<file path="config.mk">
export PLATFORM = sky130hd
export DESIGN_NAME = mtm_alu_deserializer_n
export DESIGN_NICKNAME = d
export VERILOG_FILES = /design/src/rtl/mtm_alu_deserializer_n.sv
export SDC_FILE = /design/constraint.sdc
export NUM_CORES = 1
export LEC_CHECK = 0
export BUFFER_PORTS_ARGS = -buffer_cell sky130_fd_sc_hd__buf_2
export CAP_MARGIN = 10
export CORE_MARGIN = 3
export CORE_UTILIZATION = 40
export CTS_CLUSTER_SIZE = 16
export DETAILED_ROUTE_END_ITERATION = 8
export HOLD_SLACK_MARGIN = 0.06
export SETUP_SLACK_MARGIN = 0.02
export SLEW_MARGIN = 10
export SYNTH_ARGS = -nofsm -noshare
export SYNTH_HDL_FRONTEND = slang
export SYNTH_SLANG_ARGS = --single-unit
</file>
<file path="constraint.sdc">
create_clock -name clk -period 5.55 [get_ports clk]
set_clock_uncertainty 0.2 [all_clocks]
set_input_delay 1.3875 -clock clk [delete_from_list [all_inputs] [get_ports clk]]
set_output_delay 1.3875 -clock clk [all_outputs]
set_load 0.01 [all_outputs]
</file>
<file path="src/rtl/mtm_alu_deserializer_n.sv">
// Serial-input deserializer for the ALU.
// Receives 11-bit frames (start, type, 8 payload bits MSB first, stop) and
// assembles two DATA_W-bit operands and a 3-bit opcode. The block checks frame
// order, stop bits, a CRC4 over operands+opcode and the idle gap between the
// frames of a packet. Accepted packets and errors appear as one-cycle strobes
// on the edge after the deciding sample.
module mtm_alu_deserializer_n #(
    parameter int DATA_W  = 32,
    parameter int TIMEOUT = 256
) (
    input  logic              clk,
    input  logic              rst,
    input  logic              sin,
    output logic [DATA_W-1:0] a_o,
    output logic [DATA_W-1:0] b_o,
    output logic [2:0]        op_o,
    output logic              valid_o,
    output logic              err_o,
    output logic [1:0]        err_code_o
);

    localparam int BYTES       = DATA_W / 8;
    localparam int DATA_FRAMES = 2 * BYTES;
    localparam int CW          = $clog2(DATA_FRAMES + 1);
    localparam int TW          = (TIMEOUT < 2) ? 1 : $clog2(TIMEOUT);

    // Frame count at which the control frame is expected.
    localparam logic [CW-1:0] CTRL_CNT = CW'(DATA_FRAMES);
    // Idle count at which one more idle cycle means a timeout.
    localparam logic [TW-1:0] TO_LAST  = TW'(TIMEOUT - 1);

    localparam logic [1:0] ERR_DATA = 2'b01;
    localparam logic [1:0] ERR_CRC  = 2'b10;
    localparam logic [1:0] ERR_TMO  = 2'b11;

    typedef enum logic [1:0] {
        ST_IDLE = 2'd0,
        ST_RX   = 2'd1,
        ST_SKIP = 2'd2,
        ST_GAP  = 2'd3
    } state_t;

    state_t                state_reg,      state_next;
    logic [3:0]            bit_idx_reg,    bit_idx_next;
    logic [CW-1:0]         frame_cnt_reg,  frame_cnt_next;
    logic [2*DATA_W-1:0]   shift_reg,      shift_next;
    logic [3:0]            crc_reg,        crc_next;
    logic [3:0]            crc_rx_reg,     crc_rx_next;
    logic [2:0]            op_reg,         op_next;
    logic [TW-1:0]         idle_cnt_reg,   idle_cnt_next;
    logic                  valid_pend_reg, valid_pend_next;
    logic                  err_pend_reg,   err_pend_next;
    logic [1:0]            code_pend_reg,  code_pend_next;

    logic                  is_ctrl;

    // One step of the x^4+x+1 serial LFSR.
    function automatic logic [3:0] crc_step(input logic [3:0] c, input logic d);
        logic fb;
        fb = c[3] ^ d;
        return {c[2], c[1], c[0] ^ fb, fb};
    endfunction

    assign is_ctrl = (frame_cnt_reg == CTRL_CNT);

    // Frame FSM: next state, datapath updates and pending strobe decisions.
    always_comb begin
        state_next      = state_reg;
        bit_idx_next    = bit_idx_reg;
        frame_cnt_next  = frame_cnt_reg;
        shift_next      = shift_reg;
        crc_next        = crc_reg;
        crc_rx_next     = crc_rx_reg;
        op_next         = op_reg;
        idle_cnt_next   = idle_cnt_reg;
        valid_pend_next = 1'b0;
        err_pend_next   = 1'b0;
        code_pend_next  = code_pend_reg;

        case (state_reg)
            ST_IDLE: begin
                if (!sin) begin
                    state_next     = ST_RX;
                    bit_idx_next   = 4'd1;
                    frame_cnt_next = '0;
                    crc_next       = '0;
                    idle_cnt_next  = '0;
                end
            end

            ST_GAP: begin
                if (!sin) begin
                    state_next    = ST_RX;
                    bit_idx_next  = 4'd1;
                    idle_cnt_next = '0;
                end else if (TIMEOUT != 0) begin
                    if (idle_cnt_reg == TO_LAST) begin
                        err_pend_next  = 1'b1;
                        code_pend_next = ERR_TMO;
                        state_next     = ST_IDLE;
                        frame_cnt_next = '0;
                        crc_next       = '0;
                        idle_cnt_next  = '0;
                    end else begin
                        idle_cnt_next = idle_cnt_reg + TW'(1);
                    end
                end
            end

            ST_RX: begin
                bit_idx_next = bit_idx_reg + 4'd1;
                if (bit_idx_reg == 4'd1) begin
                    // Type bit must be 1 exactly when the control frame is due.
                    if (sin != is_ctrl) begin
                        err_pend_next  = 1'b1;
                        code_pend_next = ERR_DATA;
                        state_next     = ST_SKIP;
                        frame_cnt_next = '0;
                        crc_next       = '0;
                    end
                end else if (bit_idx_reg == 4'd10) begin
                    if (!sin) begin
                        // Bad stop bit; this 0 is not a new start bit.
                        err_pend_next  = 1'b1;
                        code_pend_next = ERR_DATA;
                        state_next     = ST_IDLE;
                        frame_cnt_next = '0;
                        crc_next       = '0;
                    end else if (!is_ctrl) begin
                        frame_cnt_next = frame_cnt_reg + CW'(1);
                        state_next     = ST_GAP;
                        idle_cnt_next  = '0;
                    end else begin
                        if (crc_reg == crc_rx_reg) begin
                            valid_pend_next = 1'b1;
                        end else begin
                            err_pend_next  = 1'b1;
                            code_pend_next = ERR_CRC;
                        end
                        state_next     = ST_IDLE;
                        frame_cnt_next = '0;
                        crc_next       = '0;
                    end
                end else if (!is_ctrl) begin
                    // Data payload: operands shift in MSB first, feed the CRC.
                    shift_next = {shift_reg[2*DATA_W-2:0], sin};
                    crc_next   = crc_step(crc_reg, sin);
                end else if (bit_idx_reg >= 4'd3 && bit_idx_reg <= 4'd5) begin
                    // Opcode bits are covered by the CRC; payload bit 7 is not.
                    op_next  = {op_reg[1:0], sin};
                    crc_next = crc_step(crc_reg, sin);
                end else if (bit_idx_reg >= 4'd6) begin
                    crc_rx_next = {crc_rx_reg[2:0], sin};
                end
            end

            ST_SKIP: begin
                bit_idx_next = bit_idx_reg + 4'd1;
                if (bit_idx_reg == 4'd10) begin
                    state_next = ST_IDLE;
                end
            end

            default: begin
                state_next = ST_IDLE;
            end
        endcase
    end

    // FSM and datapath state registers.
    always_ff @(posedge clk or negedge rst) begin
        if (!rst) begin
            state_reg      <= ST_IDLE;
            bit_idx_reg    <= '0;
            frame_cnt_reg  <= '0;
            shift_reg      <= '0;
            crc_reg        <= '0;
            crc_rx_reg     <= '0;
            op_reg         <= '0;
            idle_cnt_reg   <= '0;
            valid_pend_reg <= 1'b0;
            err_pend_reg   <= 1'b0;
            code_pend_reg  <= '0;
        end else begin
            state_reg      <= state_next;
            bit_idx_reg    <= bit_idx_next;
            frame_cnt_reg  <= frame_cnt_next;
            shift_reg      <= shift_next;
            crc_reg        <= crc_next;
            crc_rx_reg     <= crc_rx_next;
            op_reg         <= op_next;
            idle_cnt_reg   <= idle_cnt_next;
            valid_pend_reg <= valid_pend_next;
            err_pend_reg   <= err_pend_next;
            code_pend_reg  <= code_pend_next;
        end
    end

    // Output stage: strobes one edge after the decision; operands load with
    // valid_o. The shift register cannot change before the next frame's
    // payload, so it still holds the accepted operands here.
    always_ff @(posedge clk or negedge rst) begin
        if (!rst) begin
            a_o        <= '0;
            b_o        <= '0;
            op_o       <= '0;
            valid_o    <= 1'b0;
            err_o      <= 1'b0;
            err_code_o <= '0;
        end else begin
            valid_o <= valid_pend_reg;
            err_o   <= err_pend_reg;
            if (err_pend_reg) begin
                err_code_o <= code_pend_reg;
            end
            if (valid_pend_reg) begin
                a_o  <= shift_reg[2*DATA_W-1:DATA_W];
                b_o  <= shift_reg[DATA_W-1:0];
                op_o <= op_reg;
            end
        end
    end

endmodule

</file>
-- Yosys cells after proc, flatten, opt, wreduce, memory -nomap -nowiden
Index checks and enable logic that the tools add are counted.
- bits in writable memories: 0
- ROM bits: 0
- latch bits: 0
- memories: 0
- register bits: 168
- word-level logic and storage cells: 128
- input port bits: 3
- magnitude comparators: 3
- bitwise gates (word level): 6
- div/mod/pow operators: 0
- mux-type cells: 60
- equality and inequality tests: 25
- $add $sub $neg: 3
- multipliers: 0
- shifts and indexed selects: 0
- reduce and logical (&&, ||, !) cells: 14
- operators by type and width (cell ; number):
    2-to-1 mux 4 bit ; 15
    2-to-1 mux 8 bit ; 7
    2-to-1 mux 2 bit ; 17
    case mux 4 bit (3 select lines) ; 2
    case mux 8 bit (3 select lines) ; 1
    != test 2 bit, second input constant ; 9
    AND reduction 6 bit ; 3
    2-to-1 mux 1 bit ; 14
    AND reduction 7 bit ; 2
    != test 5 bit, second input constant ; 2
    AND reduction 5 bit ; 2
    != test 3 bit, second input constant ; 3
    adder 4 x 1 -> 4 bit, second input constant ; 2
    adder 8 x 1 -> 8 bit, second input constant ; 1
    equality test 4 bit, second input constant ; 2
    equality test 8 bit, second input constant ; 1
    != test 4 bit, second input constant ; 2
    case mux 2 bit (4 select lines) ; 1
    case mux 4 bit (2 select lines) ; 1
    equality test 2 bit, second input constant ; 2
    equality test 4 x 1 -> 1 bit, second input constant ; 1
    equality test 4 bit ; 1
    greater-or-equal comparator 4 x 2 -> 1 bit, second input constant ; 1
    greater-or-equal comparator 4 x 3 -> 1 bit, second input constant ; 1
    other kinds (13) ; 18

-- Longest topological paths before layout
Gate-level depths: netlist (run 1).
- word-level depth: 7
- depth in mapped cells: 10

-- Worst setup path before layout (run 1)
No wires, ideal clock.
- path type: in2reg
- start: in sin
- end: reg crc_reg[0]
- stages on the path: 5
- path buffers: 0
- data required time: 5.225 ns
- arrival time: 2.724 ns
- slack: 2.501 ns
- path through: ha_1 nand3b_1 a21oi_1 a2111oi_4 mux2_4
- word-level cells in the longest chain between the ends: 6
- elaborated cells between the ends (all ways): 13
- classes of those cells: 5 x eq/ne; 6 x mux; 1 x bitwise; 1 x reduce/logical
- ends and longest elaborated chain (item ; RTL line ; RTL):
    start: declaration ; 13 ; input logic sin,
    XOR 1 bit ; 60 ; fb = c[3] ^ d;
    2-to-1 mux 4 bit ; 148 ; end else if (bit_idx_reg >= 4'd3 && bit_idx_reg <= 4'd5) begin
    2-to-1 mux 4 bit ; 144 ; end else if (!is_ctrl) begin
    2-to-1 mux 4 bit ; 121 ; end else if (bit_idx_reg == 4'd10) begin
    2-to-1 mux 4 bit ; 112 ; if (bit_idx_reg == 4'd1) begin
    case mux 4 bit (3 select lines) ; 80 ; case (state_reg)
    end signal: assignment ; 189 ; crc_reg <= crc_next;
    end: declaration ; 47 ; logic [3:0] crc_reg, crc_next;
Several ways; a longest one is shown, not always the timed one. The select of a mux whose other input is x is not followed.
A chain may end at the register's enable or synchronous reset.

-- Final worst setup path (run 1)
Same ends and word-level chain as after synthesis.

==> out/qor.txt, run 1 <==
outcome: finished clean
Post-Syn Instances: 492
# port buffers: 73
CTS tree: yes
synthesized cell area: 7111 sq um
CTS max path bufs: 2
GRT Resource Usage Total: 13.92%
insertion delay to the later sink of the worst-skew pair: 410 ps
CTS Hold Bufs: 0
drt drc: 0
CTS Sinks: 168
switching power: 1.101 mW
H-tree Lvls: 4
largest net degree at the start of global routing: 108
most frequent cells in the layout: dfrtp_1, mux2_2, buf_2, clkbuf_16
Yosys cell types: 59
P_int: 2.536 mW
Worst Hold Depth: 0
layout cells sized above 1: 45.25%
Comb power frac: 25.4%
Nets: 583
Rel. slew slack: 38.30%
Final Setup Violations: 0
Flop pwr share: 40.7%
Syn. warnings: 0
Largest stage delay, worst path: 510 ps
Slew @ Worst Pin: 925.4 ps
WS Path Type: in2reg
pre-CTS setup slack: 2120 ps
total power: 3.637 mW
register area share after synthesis: 59.12%
Site Rows: 48
top cells by area, synth: dfrtp_1, mux2_2, ha_1
unrepaired setup endpoints after global routing: false
Stages on worst setup path: 6
core area: 17360 sq um
vias in the first global route: 4309
n_diodes: 0
Syn Area/Cell: 14.45 sq um
die width: 139.3 microns
f_max: 333.0 MHz
most common cell after layout, fill and taps aside: dfrtp_1
post-layout util: 47.98%
required time of the worst setup path: 5650 ps
Area Growth Syn to Fin: 17.12%
CTS resizes: 0
filler cell count: 1548
Root Buffer: clkbuf_16
Starting Density: 40.97%
vias per cell: 5.210
GPL Wtd Cong: 0.8254
first-pass GRT wire length: 22160 microns
power per standard cell area: 436.7 nW/um^2
post-synthesis register bit count: 168
Startpoint Class: input pin
Worst Path Max Fanout: 15
largest area contributor in the netlist: dfrtp_1
Worst Path Buf+Inv: 1
total negative slack: 0 ps
die area: 19410 sq um
DR WL/cell: 16.13 microns
Pins Over Slew Limit: 0
Syn Nets: 509
post-synthesis async set-or-reset flop share: 100.0%
Die H: 139.3 microns
period utilisation layout: 54.10%
HP Class: reg2reg
via count: 4189
Post-DP HPWL: 8524 microns
Leak: 4.248 nW
# Post-CTS Setup Buffers: 0
EDFF count, synth: 0
CTS Buf Count: 17
initial antenna violation count: 0
crit-path cells: buf_2 > ha_1 > nand3b_1 > a21oi_1 > a2111oi_4 > mux2_4
Sw Share: 30.27%
Post-DRT Antenna Nets: 0
Max IR drop VDD: 0.2112 mV
clock network fraction of total power: 33.9%
Post-Route WL: 12970 microns
Ports: 74
WP data arrival: 3100 ps
Worst path slowest cell: a2111oi_4
delay-heaviest family, CP: compound AO/OA/AOI/OAI gates
Hold Vio Cnt, Final: 0
max cap viols: 0
Primary FF master, synth: dfrtp_1
CP endpoint kind: register
router iterations before antenna repair: 4
Setup WS post-layout: 2547 ps
Initial DRC Count: 188
clock transition at the registers of the reported paths: 60 ps
R2R cell count: 9
post-synth top area share: 59.12%
Final Critical Period: 3003 ps
max reg flops: 64
GRT overflow: 0
-- metal layers --
metal	vias up	wire length (microns)	track usage (%)
met2	73	6270	22.34
met5	-	0	0
met1	2151	6015	18.78
li1	1952	-	-
met3	13	529	3.127
met4	0	152	4.789
-- through the flow --
stage / cell area, sq um / hold WS, ps / std cells
2_1_floorplan: 7111 / 190.0 / 492
3_3_place_gp: 7696 / 203.7 / 772
3_5_place_dp: 7696 / 211.3 / 772
4_1_cts: 8328 / 226.6 / 804
5_1_grt: 8328 / 238.1 / 804
6_report: 8328 / 224.1 / 804
-- power by group through the flow --
stage | Combinational, mW | Sequential, mW | Clock (mW)
6_report | 0.922 | 1.48 | 1.23
2_1_floorplan | 0.768 | 1.45 | 0
3_5_place_dp | 0.929 | 1.50 | 0
4_1_cts | 0.933 | 1.48 | 1.27
3_3_place_gp | 0.911 | 1.49 | 0
5_1_grt | 1.01 | 1.50 | 1.33
-- cells by family after synthesis --
group / Yosys count / share of synthesized area (%)
mux: 150 / 23.68
simple gates: 60 / 5.033
xor+xnor: 8 / 0.9854
compound gates: 58 / 6.546
fa+ha+maj: 14 / 2.464
buf+inv: 34 / 2.164
flops: 168 / 59.12
-- path summary, 6_finish.rpt --
check,start,to,slack (ps)
setup / recovery,sin,crc_reg[0],2550
hold / removal,err_pend_reg,err_o,220
setup reg to reg,frame_cnt_reg[0],crc_reg[0],2610
hold reg to reg,err_pend_reg,err_o,220
max in group asynchronous,rst,b_o[0],3440
min in group asynchronous,rst,b_o[26],730
-- cell usage after synthesis (all sizes together) (6+ instances only) --
master,instances
mux2i,7
nor2,8
clkbuf,7
nand3,10
mux2,143
inv,14
nand2,12
ha,14
dfrtp,168
o21ai,11
buf,13
a21oi,6
xnor2,7
nor3,6
-- cell type report --
| class | instances | area [sq um] | share of cell area (%) |
|---|---|---|---|
| repair buffers | 75 | 399.1 | 4.793 |
| inverters | 14 | 52.55 | 0.6310 |
| clock buffers | 20 | 466.7 | 5.604 |
| flip-flops and latches | 168 | 4205 | 50.50 |
| clock inverters | 12 | 165.2 | 1.983 |
| multi-input cells | 290 | 2758 | 33.11 |
| well taps | 225 | 281.5 | 3.380 |
No activity file was read; power rests on OpenSTA's default activity.
==> run 2: changes to the inputs <==
--- a/config.mk
+++ b/config.mk
@@ -5,6 +5,7 @@
 export SDC_FILE = /design/constraint.sdc
 export NUM_CORES = 1
 export LEC_CHECK = 0
+export ABC_AREA = 1
 export BUFFER_PORTS_ARGS = -buffer_cell sky130_fd_sc_hd__buf_2
 export CAP_MARGIN = 10
 export CORE_MARGIN = 3
==> constraint.sdc (replaced) <==
create_clock -name clk -period 3.1 [get_ports clk]
set_clock_uncertainty 0.2 [all_clocks]
set_input_delay 0.775 -clock clk [delete_from_list [all_inputs] [get_ports clk]]
set_output_delay 0.775 -clock clk [all_outputs]
set_load 0.01 [all_outputs]
==> out/qor.txt, run 2 <==
Ports: 74
router iterations before antenna repair: 4
unrepaired setup endpoints after global routing: false
Yosys cell types: 28
most frequent cell after synthesis: dfrtp_1
Syn Nets: 736
total negative slack: 0 ps
synthesized cell area: 6973 sq um
post-synth top area share: 60.29%
die area: 19050 sq um
Root Buffer: clkbuf_16
required time of the worst setup path: 3240 ps
power per standard cell area: 889.4 nW/um^2
Final Critical Period: 2500 ps
GRT Resource Usage Total: 14.69%
Pins Over Slew Limit: 0
H-tree Lvls: 4
Final Setup Violations: 0
GPL Wtd Cong: 0.8546
vias in the first global route: 4855
CTS max path bufs: 2
top cells by area, synth: dfrtp_1, nand2_1, nor2_1
outcome: finished clean
die width: 138.0 microns
DR WL/cell: 13.13 microns
Post-DRT Antenna Nets: 0
largest net degree at the start of global routing: 62
Starting Density: 41.46%
post-synthesis register bit count: 168
EDFF count, synth: 0
f_max: 400.0 MHz
# Post-CTS Setup Buffers: 0
most frequent cells in the layout: dfrtp_1, nand2_1, nor2_1, inv_1, buf_2
Initial DRC Count: 261
Area Growth Syn to Fin: 17.12%
Primary FF master, synth: dfrtp_1
max cap viols: 0
Post-Syn Instances: 719
drt drc: 0
most common cell after layout, fill and taps aside: dfrtp_1
Nets: 806
register area share after synthesis: 60.29%
Post-DP HPWL: 9267 microns
n_diodes: 0
CTS tree: yes
WP data arrival: 2640 ps
Syn. warnings: 0
grt peak-use layer: met2
via count: 4933
Site Rows: 47
Rel. slew slack: 62.02%
R2R Setup Slk: 600 ps
layout cells sized above 1: 19.08%
GR Layer Usage met2: 23.18%
CTS Sinks: 168
max reg flops: 64
Post-Route WL: 13420 microns
met1 usage: 19.27%
Hold Vio Cnt, Final: 0
CTS resizes: 0
initial antenna violation count: 0
Worst Path Max Fanout: 37
top cells by count, synth: dfrtp_1, nand2_1, nor2_1, inv_1, a21oi_1
CTS Hold Bufs: 0
clock transition at the registers of the reported paths: 70 ps
CP endpoint kind: register
Die H: 138.0 microns
vias per cell: 4.827
met3 Usage GRT: 4.316%
CTS Buf Count: 17
first-pass GRT wire length: 23450 microns
Leak: 4.214 nW
largest area contributor in the netlist: dfrtp_1
insertion delay to the later sink of the worst-skew pair: 420 ps
# port buffers: 73
period utilisation layout: 80.64%
post-layout util: 48.56%
HP Class: in2async
Startpoint Class: register
WS Path Type: reg2reg
post-synthesis async set-or-reset flop share: 100.0%
Max IR drop VDD: 0.4052 mV
Slew @ Worst Pin: 569.7 ps
GRT overflow: 0
Syn Area/Cell: 9.698 sq um
core area: 16820 sq um
## run 2: changes by cell type after synthesis, moves of 6 or more
cell	before	now
mux2_2	142	30
nor2_1	8	95
a21oi_1	6	71
inv_1	14	76
nand4_1	4	12
xnor2_1	7	0
buf_2	6	12
nand3_1	9	29
nand2_1	11	117
mux2i_1	7	0
o21ai_0	11	61
## run 2: per-layer routing
layer  wire [microns]  share of wire (%)
met5                0                  0
met3              561                4.2
met4              172                1.3
met1             6398                 48
met2             6289                 47
## run 2: critical path, stage by stage, from the launching register on
cell     delay, ps
dfrtp_1        430
inv_1          120
ha_1           490
nand3_4        240
nor2_8         440
buf_4          310
nor2_1          70
a21oi_1        110
## run 2: worst paths after layout
kind	start	endpoint	depth (start not counted)
setup / recovery	state_reg[1]	shift_reg[26]	7
hold / removal	rst	shift_reg[15]	1
setup reg to reg	state_reg[1]	shift_reg[26]	7
hold reg to reg	err_pend_reg	err_o	0
max in group asynchronous	rst	valid_pend_reg	2
min in group clk	err_pend_reg	err_o	0
## run 2: power breakdown
part / internal (mW) / leakage, nW / switching, mW
clock network: 1.20 / 0.290 / 0.858
registers: 2.73 / 2.19 / 0.309
logic: 0.736 / 1.73 / 1.43
## run 2: layout make-up
class                      instances  area, sq um
timing repair buffer              80        486.7
clock buffer                      18        429.2
sequential                       168         4208
fill                            1539         8652
inverter                          77        289.0
tap                              220        275.3
multi-input combinational        445         2330
clock inverter                    14        148.9
## run 2: through the flow
step | total power [mW] | hold slack (ps) | area, sq um | cells | setup slack, ps
2_1_floorplan | 4.739 | 151.9 | 6973 | 719 | 952.0
3_3_place_gp | 5.159 | 239.7 | 7589 | 990 | 648.8
3_5_place_dp | 5.258 | 236.2 | 7589 | 990 | 543.9
4_1_cts | 7.363 | 146.4 | 8167 | 1022 | 593.1
5_1_grt | 7.859 | 167.6 | 8167 | 1022 | 333.2
6_report | 7.264 | 142.3 | 8167 | 1022 | 600.0
## run 2: cell families after synthesis
group                      synth area share [%]
and+or+nand+nor                           16.17
adders and majority gates                 2.512
AOI/OAI and AO/OA                         9.761
xor gates and xnor gates                 0.1256
muxes                                     4.845
DFF                                       60.29
buffers and inverters                     6.298
==> run 3: changes to the inputs <==
--- a/config.mk
+++ b/config.mk
@@ -5,7 +5,7 @@
 export SDC_FILE = /design/constraint.sdc
 export NUM_CORES = 1
 export LEC_CHECK = 0
-export ABC_AREA = 1
+export ABC_AREA = 0
 export BUFFER_PORTS_ARGS = -buffer_cell sky130_fd_sc_hd__buf_2
 export CAP_MARGIN = 10
 export CORE_MARGIN = 3
==> constraint.sdc (replaced) <==
create_clock -name clk -period 2.5 [get_ports clk]
set_clock_uncertainty 0.2 [all_clocks]
set_input_delay 0.625 -clock clk [delete_from_list [all_inputs] [get_ports clk]]
set_output_delay 0.625 -clock clk [all_outputs]
set_load 0.01 [all_outputs]
==> out/qor.txt, run 3 (synthesized netlist as in run 1, its figures left out) <==
Rel. slew slack: 68.70%
Max IR drop VDD: 0.8170 mV
CTS max path bufs: 2
most common cell after layout, fill and taps aside: dfrtp_1
largest net degree at the start of global routing: 44
CTS Sinks: 168
required time of the worst setup path: 2640 ps
initial antenna violation count: 0
met2 routed WL: 6339 microns
Leak: 4.342 nW
Worst Path Max Fanout: 5
GRT Resource Usage Total: 14.12%
f_max: 414.5 MHz
Post-Route WL: 13150 microns
Pins Over Slew Limit: 0
period utilisation layout: 96.49%
R2R cell count: 10
n_diodes: 0
first-pass GRT wire length: 22570 microns
R2R Setup Slk: 90 ps
Site Rows: 48
Final Setup Violations: 0
insertion delay to the later sink of the worst-skew pair: 420 ps
M1 WL: 6085 microns
core area: 17360 sq um
pre-CTS setup slack: 22.44 ps
max reg flops: 64
Hold Vio Cnt, Final: 0
Post-DRT Antenna Nets: 0
vias in the first global route: 4435
DR WL/cell: 16.00 microns
Post-DP HPWL: 9134 microns
outcome: finished clean
Area Growth Syn to Fin: 19.90%
Starting Density: 40.97%
hold path endpoint: err_o
Root Buffer: clkbuf_16
GRT overflow: 0
CTS Buf Count: 17
Ports: 74
Final Critical Period: 2412 ps
Min-Delay Startpoint: err_pend_reg
H-tree Lvls: 4
Die H: 139.3 microns
Nets: 601
R2R Path End: crc_reg[3]
layout cells sized above 1: 47.74%
placed cell count: 787
drt drc: 0
Initial DRC Count: 268
unrepaired setup endpoints after global routing: true
via count: 4251
total negative slack: 0 ps
Setup WS post-layout: 87.66 ps
Worst Hold Depth: 0
clock transition at the registers of the reported paths: 70 ps
power per standard cell area: 952.0 nW/um^2
die area: 19410 sq um
most frequent cells in the layout: dfrtp_1, mux2_2, buf_2, clkbuf_16
HP Class: reg2reg
Startpoint Class: register
metal3 WL: 521 microns
# port buffers: 73
GPL Wtd Cong: 0.8102
post-layout util: 49.12%
WP data arrival: 2550 ps
die width: 139.3 microns
WS Path Type: reg2reg
top layer in use: met4
RR Startpoint: frame_cnt_reg[0]
final hold slack: 228.7 ps
Non-Filler Instances: 822
router iterations before antenna repair: 4
vias per cell: 5.172
Slew @ Worst Pin: 469.4 ps
CP endpoint kind: register
max cap viols: 0
CTS tree: yes
run 3: changes by cell type in the layout (fill, tap and decap cells not counted), moves of 11 or more:
cell / delta
nand2_1: -106
mux2_2: +112
nand3_1: -20
nor2_1: -87
buf_4: +11
inv_1: -63
a21oi_1: -66
o21ai_0: -50
run 3: routing by layer:
metal / vias up / GRT usage (%)
met2: 75 / 22.75
met5: - / 0
met3: 18 / 3.505
met1: 2172 / 18.59
met4: 0 / 5.252
li1: 1986 / -
run 3: timing repair:
action                                  4_1_cts  5_1_grt
pin swaps                                     0        2
hold buffers                                  1        0
hold endpoints to repair                     39        0
setup buffers                                 0        2
endpoints found under the setup margin        1       13
resized for setup                             1        5
run 3: worst max-delay path, stage by stage, from the launching register on:
cell	delay (ps)
dfrtp_1	420
inv_1	70
ha_2	170
and3b_2	210
inv_2	60
ha_4	230
nand3b_1	110
a21oi_2	80
a2111oi_4	370
buf_4	200
mux2i_1	200
run 3: per-stage QoR:
| step | total power, mW | instance area, sq um |
|---|---|---|
| 3_5_place_dp | 5.505 | 7884 |
| 4_1_cts | 8.191 | 8496 |
| 5_1_grt | 8.573 | 8526 |
| 3_3_place_gp | 5.435 | 7884 |
| 2_1_floorplan | 4.932 | 7123 |
| 6_report | 8.116 | 8526 |
run 3: power by group:
| group | total (mW) | switching (mW) | internal, mW |
|---|---|---|---|
| clock | 2.65 | 1.12 | 1.52 |
| sequential | 3.28 | 0.262 | 3.01 |
| combinational | 2.19 | 1.12 | 1.07 |
run 3: layout make-up:
| type | count | area [sq um] |
|---|---|---|
| Sequential cell | 168 | 4205 |
| Timing Repair Buffer | 93 | 599.3 |
| Fill cell | 1507 | 8831 |
| Clock buffer | 18 | 439.2 |
| Inverter | 14 | 52.55 |
| Multi-Input combinational cell | 290 | 2786 |
| Clock inverter | 14 | 161.4 |
| Tap cell | 225 | 281.5 |
run 3: how the worst max path moves through the flow:
| stage | cells after the start | from | endpoint | slack (ps) |
|---|---|---|---|---|
| 6_report | 10 | frame_cnt_reg[0] | crc_reg[3] | 90 |
| 2_1_floorplan | 10 | frame_cnt_reg[0] | crc_reg[0] | 60 |
| 3_5_place_dp | 10 | frame_cnt_reg[0] | crc_reg[3] | 20 |
| 3_3_place_gp | 5 | sin | idle_cnt_reg[6] | 140 |
| 4_1_cts | 10 | frame_cnt_reg[0] | crc_reg[3] | 80 |
| 5_1_grt | 10 | frame_cnt_reg[1] | crc_reg[3] | -6 |
